--- src/rtl/serial_rx_fifo_pkg.sv ---
// Shared serial receive constants and helpers.
// Byte width, error counter width and saturation value.
package serial_rx_fifo_pkg;

    localparam int unsigned BYTE_W   = 8;
    localparam int unsigned ERRCNT_W = 8;
    localparam logic [ERRCNT_W-1:0] ERRCNT_MAX = 8'hFF;

    function automatic logic [ERRCNT_W-1:0] errcnt_inc(
        input logic [ERRCNT_W-1:0] c
    );
        return (c == ERRCNT_MAX) ? c : c + 1'b1;
    endfunction

endpackage

--- src/rtl/serial_rx_fifo_mem.sv ---
// Byte storage for the receive FIFO.
// Synchronous write, asynchronous read, no reset.
module serial_rx_fifo_mem
    import serial_rx_fifo_pkg::*;
#(
    parameter int DEPTH_LOG2 = 4
) (
    input  logic                  clk_x4,
    input  logic                  i_we,
    input  logic [DEPTH_LOG2-1:0] i_waddr,
    input  logic [BYTE_W-1:0]     i_wdata,
    input  logic [DEPTH_LOG2-1:0] i_raddr,
    output logic [BYTE_W-1:0]     o_rdata
);

    logic [BYTE_W-1:0] r_mem [2**DEPTH_LOG2];

    always_ff @(posedge clk_x4) begin
        if (i_we) begin
            r_mem[i_waddr] <= i_wdata;
        end
    end

    assign o_rdata = r_mem[i_raddr];

endmodule

--- src/rtl/serial_rx_fifo.sv ---
// Receive FWFT FIFO with sticky framing/overrun status.
// SERIAL_RX_FIFO_ERRCNT_EN adds the saturating o_error_count.
module serial_rx_fifo
    import serial_rx_fifo_pkg::*;
#(
    parameter int DEPTH_LOG2 = 4
) (
    input  logic                  clk_x4,
    input  logic                  rst_x,
    input  logic [BYTE_W-1:0]     i_data,
    input  logic                  i_valid,
    input  logic                  i_error,
    input  logic                  i_ready,
    input  logic                  i_flush,
    input  logic                  i_clear,
    output logic [BYTE_W-1:0]     o_data,
    output logic                  o_valid,
    output logic [DEPTH_LOG2:0]   o_count,
    output logic                  o_overrun,
    output logic                  o_frame_error
`ifdef SERIAL_RX_FIFO_ERRCNT_EN
    ,
    output logic [ERRCNT_W-1:0]   o_error_count
`endif
);

    localparam int unsigned DEPTH = 2**DEPTH_LOG2;

    logic [DEPTH_LOG2-1:0] r_wptr;
    logic [DEPTH_LOG2-1:0] r_rptr;
    logic [DEPTH_LOG2:0]   r_count;
    logic [DEPTH_LOG2:0]   w_count_nxt;
    logic                  r_valid;
    logic                  r_overrun;
    logic                  r_frame;
    logic                  w_full;
    logic                  w_space;
    logic                  w_good;
    logic                  w_push;
    logic                  w_pop;
    logic [BYTE_W-1:0]     w_rdata;

    assign w_full  = (r_count == (DEPTH_LOG2+1)'(DEPTH));
    assign w_space = !w_full || (r_valid && i_ready);
    // Framing error beats a coincident good strobe.
    assign w_good  = i_valid && !i_error;
    assign w_push  = w_good && w_space && !i_flush;
    assign w_pop   = r_valid && i_ready && !i_flush;

    always_comb begin
        w_count_nxt = r_count;
        if (i_flush) begin
            w_count_nxt = '0;
        end else begin
            unique case ({w_push, w_pop})
                2'b10:   w_count_nxt = r_count + 1'b1;
                2'b01:   w_count_nxt = r_count - 1'b1;
                default: w_count_nxt = r_count;
            endcase
        end
    end

    always_ff @(posedge clk_x4 or negedge rst_x) begin
        if (!rst_x) begin
            r_wptr  <= '0;
            r_rptr  <= '0;
            r_count <= '0;
            r_valid <= 1'b0;
        end else begin
            r_count <= w_count_nxt;
            r_valid <= (w_count_nxt != '0);
            if (i_flush) begin
                r_wptr <= '0;
                r_rptr <= '0;
            end else begin
                if (w_push) r_wptr <= r_wptr + 1'b1;
                if (w_pop)  r_rptr <= r_rptr + 1'b1;
            end
        end
    end

    // Set beats clear when both land on the same edge.
    always_ff @(posedge clk_x4 or negedge rst_x) begin
        if (!rst_x) begin
            r_overrun <= 1'b0;
            r_frame   <= 1'b0;
        end else begin
            r_overrun <= (w_good && !w_space) || (r_overrun && !i_clear);
            r_frame   <= i_error || (r_frame && !i_clear);
        end
    end

`ifdef SERIAL_RX_FIFO_ERRCNT_EN
    logic [ERRCNT_W-1:0] r_errcnt;

    always_ff @(posedge clk_x4 or negedge rst_x) begin
        if (!rst_x) begin
            r_errcnt <= '0;
        end else if (i_clear) begin
            r_errcnt <= ERRCNT_W'(i_error);
        end else if (i_error) begin
            r_errcnt <= errcnt_inc(r_errcnt);
        end
    end

    assign o_error_count = r_errcnt;
`endif

    serial_rx_fifo_mem #(
        .DEPTH_LOG2 (DEPTH_LOG2)
    ) u_mem (
        .clk_x4  (clk_x4),
        .i_we    (w_push),
        .i_waddr (r_wptr),
        .i_wdata (i_data),
        .i_raddr (r_rptr),
        .o_rdata (w_rdata)
    );

    assign o_data        = r_valid ? w_rdata : '0;
    assign o_valid       = r_valid;
    assign o_count       = r_count;
    assign o_overrun     = r_overrun;
    assign o_frame_error = r_frame;

endmodule

--- config.mk ---
export PLATFORM = sky130hd
export DESIGN_NAME = serial_rx_fifo
export DESIGN_NICKNAME = d
export VERILOG_FILES = /design/src/rtl/serial_rx_fifo_pkg.sv /design/src/rtl/serial_rx_fifo_mem.sv /design/src/rtl/serial_rx_fifo.sv
export SDC_FILE = /design/constraint.sdc
export NUM_CORES = 1
export LEC_CHECK = 0
export BUFFER_PORTS_ARGS = -buffer_cell sky130_fd_sc_hd__buf_2
export CAP_MARGIN = 20
export CORE_MARGIN = 3
export CORE_UTILIZATION = 47
export DETAILED_ROUTE_END_ITERATION = 8
export SLEW_MARGIN = 20
export SYNTH_ARGS = -nofsm -noshare
export SYNTH_HDL_FRONTEND = slang
export SYNTH_SLANG_ARGS = --single-unit
--- constraint.sdc ---
create_clock -name clk_x4 -period 3.85 [get_ports clk_x4]
set_input_delay 0.77 -clock clk_x4 [delete_from_list [all_inputs] [get_ports clk_x4]]
set_output_delay 0.77 -clock clk_x4 [all_outputs]
set_load 0.05 [all_outputs]
Yosys cells after proc, flatten, opt, wreduce, memory -nomap -nowiden:

Memory sizes are Yosys's and may differ from the RTL's.
Cells that the tools add are included.

* bits of input ports: 15
* memories: 1
* output and inout port bits: 16
* register bits: 16
* memory bits (writable): 128

* $add $sub $neg: 4
* reductions and logical operators: 19
* multiplexer cells: 9
* eq/ne operators: 3

Memories
* u_mem.r_mem: words 16, width 8, read ports 1, clocked after memory_dff 0, wr ports 1, line serial_rx_fifo_mem.sv:16 `logic [BYTE_W-1:0] r_mem [2**DEPTH_LOG2];`

Operators with widths (count)
* 2-to-1 mux 4 bit: 4
* case mux 5 bit (2 select lines): 1
* adder 4 x 1 -> 4 bit, second input constant: 2
* logical AND 1 bit: 8
* 2-to-1 mux 8 bit: 1
* adder 5 x 1 -> 5 bit, second input constant: 1
* equality test 5 bit, second input constant: 1
* zero test 1 bit: 5
* 2-to-1 mux 5 bit: 1
* nonzero test 5 bit: 1
* subtractor 5 x 1 -> 5 bit, second input constant: 1
* nonzero test 2 bit: 2
* logical OR 1 bit: 3
* equality test 2 x 1 -> 1 bit, second input constant: 1
* equality test 2 bit, second input constant: 1
* 2-to-1 mux 1 bit: 2

Longest topological paths before layout:

* depth in word-level cells: 9
* mapped depth: 13
* mapped depth without buffers: 11

Cells and area by module:

From an unflattened synthesis, not the netlist that was laid out.

* cells, all modules: 331
* area total of the unflattened synthesis: 6004.5 um2

By module, submodules not included
* serial_rx_fifo_mem: instances 1, cells an instance 221, area an instance 4987.3 um2
* serial_rx_fifo: instances 1, cells an instance 110, area an instance 1017.2 um2

Worst setup path after synthesis:

Ideal clock, no wire load.

* kind: flip-flop to flip-flop
* from: register r_count[1] (netlist: o_count[1])
* to: register r_valid (netlist: o_valid)
* cell stages (with the launch flop): 14
* setup slack: 0.416 ns
* data required time: 3.713 ns
* arrival: 3.297 ns
* period minus slack after synthesis: 3.434 ns
* setup time: 0.137 ns
* cells stage by stage: dfrtp_1 > nor3_1 > a41oi_2 > nand2b_1 > clkbuf_1 > ha_1 > clkbuf_1 > xor2_1 > ha_1 > a21oi_1 > mux2i_1 > mux2_2 > nor3_1 > o211ai_1

* cells in the longest elaborated chain, start to end: 9
* elaborated cells on any way between the ends: 12

RTL lines
* start, declared: line serial_rx_fifo.sv:31 `logic [DEPTH_LOG2:0] r_count;`
* start signal, assigned: line serial_rx_fifo.sv:70 `r_count <= w_count_nxt;`
* equality test 5 bit: line serial_rx_fifo.sv:43 `assign w_full = (r_count == (DEPTH_LOG2+1)'(DEPTH));`
* zero test 1 bit: line serial_rx_fifo.sv:44 `assign w_space = !w_full || (r_valid && i_ready);`
* logical OR 1 bit: line serial_rx_fifo.sv:44
* logical AND 1 bit (2 in a row): line serial_rx_fifo.sv:47 `assign w_push = w_good && w_space && !i_flush;`
* equality test 2 x 1 -> 1 bit / equality test 2 bit (equally long branches): line serial_rx_fifo.sv:55 `unique case ({w_push, w_pop})`
* case mux 5 bit (2 select lines) *: line serial_rx_fifo.sv:55
* 2-to-1 mux 5 bit *: line serial_rx_fifo.sv:52 `if (i_flush) begin`
* via w_count_nxt[2]: line serial_rx_fifo.sv:32 `logic [DEPTH_LOG2:0] w_count_nxt;`
* nonzero test 5 bit *: line serial_rx_fifo.sv:71 `r_valid <= (w_count_nxt != '0);`
* end signal, assigned: line serial_rx_fifo.sv:71
* end, declared: line serial_rx_fifo.sv:33 `logic r_valid;`

Mark *: on every way through the listed nets, which the timed path passes. The rest lies on a longest branch.
A chain may end at the register's enable or synchronous reset.

Worst setup path in the final report:

* from: register r_count[2] (netlist: o_count[2])
* to: register r_valid (netlist: o_valid)

The elaborated chain is that of the path after synthesis.

==> results.py <==
metrics = {
    "run_status": {
        "status": "finished, final reports clean",
    },
    "floorplan": {
        "core_sq_um": 12300,
        "start_util_pct": 49.2,
        "die_y_um": 119,
        "ios": 31,
        "fp-row-count": 40,
        "die_w_um": 119,
        "die-area_sq_um": 14200,
    },
    "clocking": {
        "clock_latency_ns": 0.42,
        "clk_pin_slew_ns": 0.06,
        "cts-root-buf": "clkbuf_16",
        "cts_tree": "yes",
        "post_cts_buffers": 0,
        "cts.repair.resized": 0,
        "cts_sinks": 144,
        "h-tree-depth": 4,
        "clockBufferDepth": 2,
        "cts_buffers": 17,
        "holdBufCountCts": 0,
    },
    "yosys": {
        "synth_edf_count": 128,
        "synth_top_area_share_pct": 63.7,
        "yosys-top-cells-area": "edfxtp_1 (64%), mux4_2 (8.6%), mux4_1 (7.4%), dfrtp_1 (6.6%), and2_1 (1.7%)",
        "syn_nets": 331,
        "synth_warnings": 0,
        "synthArstFlopShare_pct": 11.1,
        "syn_inst": 308,
        "synthMostInstantiatedCell": "edfxtp_1",
        "netlist-cell-type-count": 38,
        "synth_ff_type": "edfxtp_1",
        "avgSynthCellArea_sq_um": 19.6,
        "ys_ff_latch": 144,
        "seq_area_frac_synth_pct": 70.3,
        "synthTopCellsByCount": "edfxtp_1 (128), mux4_2 (23), nor2_1 (19)",
        "synth.largest_area_cell": "edfxtp_1",
        "netlist_area_sq_um": 6030,
    },
    "finish": {
        "area_delta_synth_final_pct": 15.2,
        "final_nets": 376,
        "fillCellCount": 921,
        "diodes": 0,
        "drive_gt1_share_pct": 27.0,
        "fin_cells": 534,
    },
    "setup_path": {
        "worstSetupPathType": "flip-flop to flip-flop",
        "cp_slowest_cell": "dfrtp_1",
        "r2r.worst_path.cells": 11,
        "endpoint_kind": "flip-flop",
        "slowest_delay_ns": 0.45,
        "timing.reg2reg.setup_slack_ns": 0.50,
        "required_ns": 4.14,
        "path_cells": "nor3_1, a41oi_2, nand2b_1, ha_1, xor2_1, ha_1, a21oi_1, mux2i_1, mux2_2, nor3_1, o211ai_1",
        "worstPathArrival_ns": 3.64,
        "critical_path.max_fanout": 9,
        "cp-start-kind": "flip-flop",
    },
    "pwr": {
        "powerDensity_nw_per_um2": 510,
        "power_mw": 3.54,
        "p_leak_nw": 2.40,
        "ir_worst_vdd_mv": 0.220,
    },
    "global_route": {
        "grt_busiest_layer": "met2",
        "grt_use_met3_pct": 4.99,
        "use_met2_pct": 26.4,
        "grt_pass1_vias": 2989,
        "use_met1_pct": 25.7,
        "track_usage_pct": 17.9,
        "grt_pass1_wl_mm": 18.2,
        "grt_overflow": 0,
        "grt_max_degree": 36,
        "antenna_found_initial": 2,
    },
    "drt": {
        "vias_per_cell": 5.47,
        "drt-initial-drc-count": 262,
        "ant_nets": 0,
        "drc": 0,
        "wl_per_cell_um": 22.0,
        "via_count": 2921,
        "dr.pass1.iters": 4,
        "wl_mm": 11.8,
    },
    "placement": {
        "placed_cells": 502,
        "preCtsSetupSlack_ns": 0.285,
        "gp_congestion": 0.784,
        "dpl.hpwl_mm": 7.47,
        "io_buffers": 30,
    },
    "hold_path": {
        "hp-class": "primary input to asynchronous set/reset pin",
    },
    "sta": {
        "skew_ns": 0.00772,
        "setup_tns_ns": 0,
        "timing.final.max_slew_violations": 0,
        "period_needed_ns": 3.35,
        "rsz0062_at_grt": "false",
        "worst_pin_slew_ns": 0.727,
        "worst_slack_ns": 0.502,
        "period_share_pct": 87.0,
        "slew_headroom_pct": 51.5,
        "hold_viol": 0,
        "setup_viol": 0,
        "max_freq_ghz": 0.299,
    },
    "job": {
        "maxCapViolations": 0,
    },
}
## final timing paths
path                            endpoint          start
max in group asynchronous      r_rptr[0]          rst_x
setup / recovery                 o_valid     o_count[2]
hold / removal                 r_rptr[1]          rst_x
setup reg to reg                 o_valid     o_count[2]
hold reg to reg            o_frame_error  o_frame_error
min in group clk_x4        o_frame_error  o_frame_error
## through the flow
stage	hold WS [ns]	util, %	area, sq um
final	0.264	56.7	6950
after global routing	0.265	56.7	6950
after CTS	0.267	56.7	6950
after detailed placement	0.468	52.2	6400
after global placement	0.463	52.2	6400
after floorplan	0.474	-	6030
## where the power goes
group	total (mW)	internal (mW)	switching [mW]	leakage (nW)
logic	0.283	0.110	0.172	0.774
registers	1.72	1.71	0.00907	1.37
clock network	1.54	0.939	0.597	0.263
## critical path: cells and delay by family (launching register included)
| family | cells | cell delay, ns |
|---|---|---|
| DFF | 1 | 0.45 |
| muxes | 2 | 0.58 |
| and+or+nand+nor | 3 | 0.98 |
| AOI/OAI and AO/OA | 3 | 0.46 |
| xor gates and xnor gates | 1 | 0.12 |
| adders and majority gates | 2 | 0.62 |
## cell families after synthesis
family,after synthesis,share of synthesized area [%]
buffers and inverters,27,2.86
adders and majority gates,8,1.66
DFF,144,70.3
xor gates and xnor gates,9,1.31
muxes,44,16.7
and+or+nand+nor,60,5.37
AOI/OAI and AO/OA,16,1.80
## area by class of cell
type / count / area [sq um] / share of cell area [%]
sequential: 144 / 4250 / 61.1
clock buffer: 19 / 433 / 6.23
timing repair buffer: 43 / 260 / 3.74
clock inverter: 13 / 121 / 1.75
multi-input combinational: 137 / 1640 / 23.6
inverter: 10 / 37.5 / 0.540
tap: 168 / 210 / 3.02
## flip-flops by register name (all words and copies together) (netlist names)
name and flops:
o_count 5, o_frame_error 1, o_overrun 1, o_valid 1
r_rptr 4, r_wptr 4, u_mem.r_mem 128
## placed cells by master (no fill, tap or decap), types with 4 or more instances in the layout
cell type / n
a21oi_1: 6
and2_1: 16
buf_2: 30
buf_4: 12
clkbuf_16: 17
clkinv_1: 4
dfrtp_1: 15
edfxtp_1: 128
ha_1: 8
inv_1: 10
mux4_1: 17
mux4_2: 23
nor2_1: 19
nor4_2: 4
xor2_1: 7
## metal layers
| layer | up-vias | part of all wire [%] |
|---|---|---|
| li1 | 1333 | - |
| met1 | 1512 | 47 |
| met2 | 57 | 47 |
| met3 | 15 | 4.4 |
| met4 | 4 | 1.3 |
| met5 | - | 0.18 |
(Power assumes the default switching activity.)
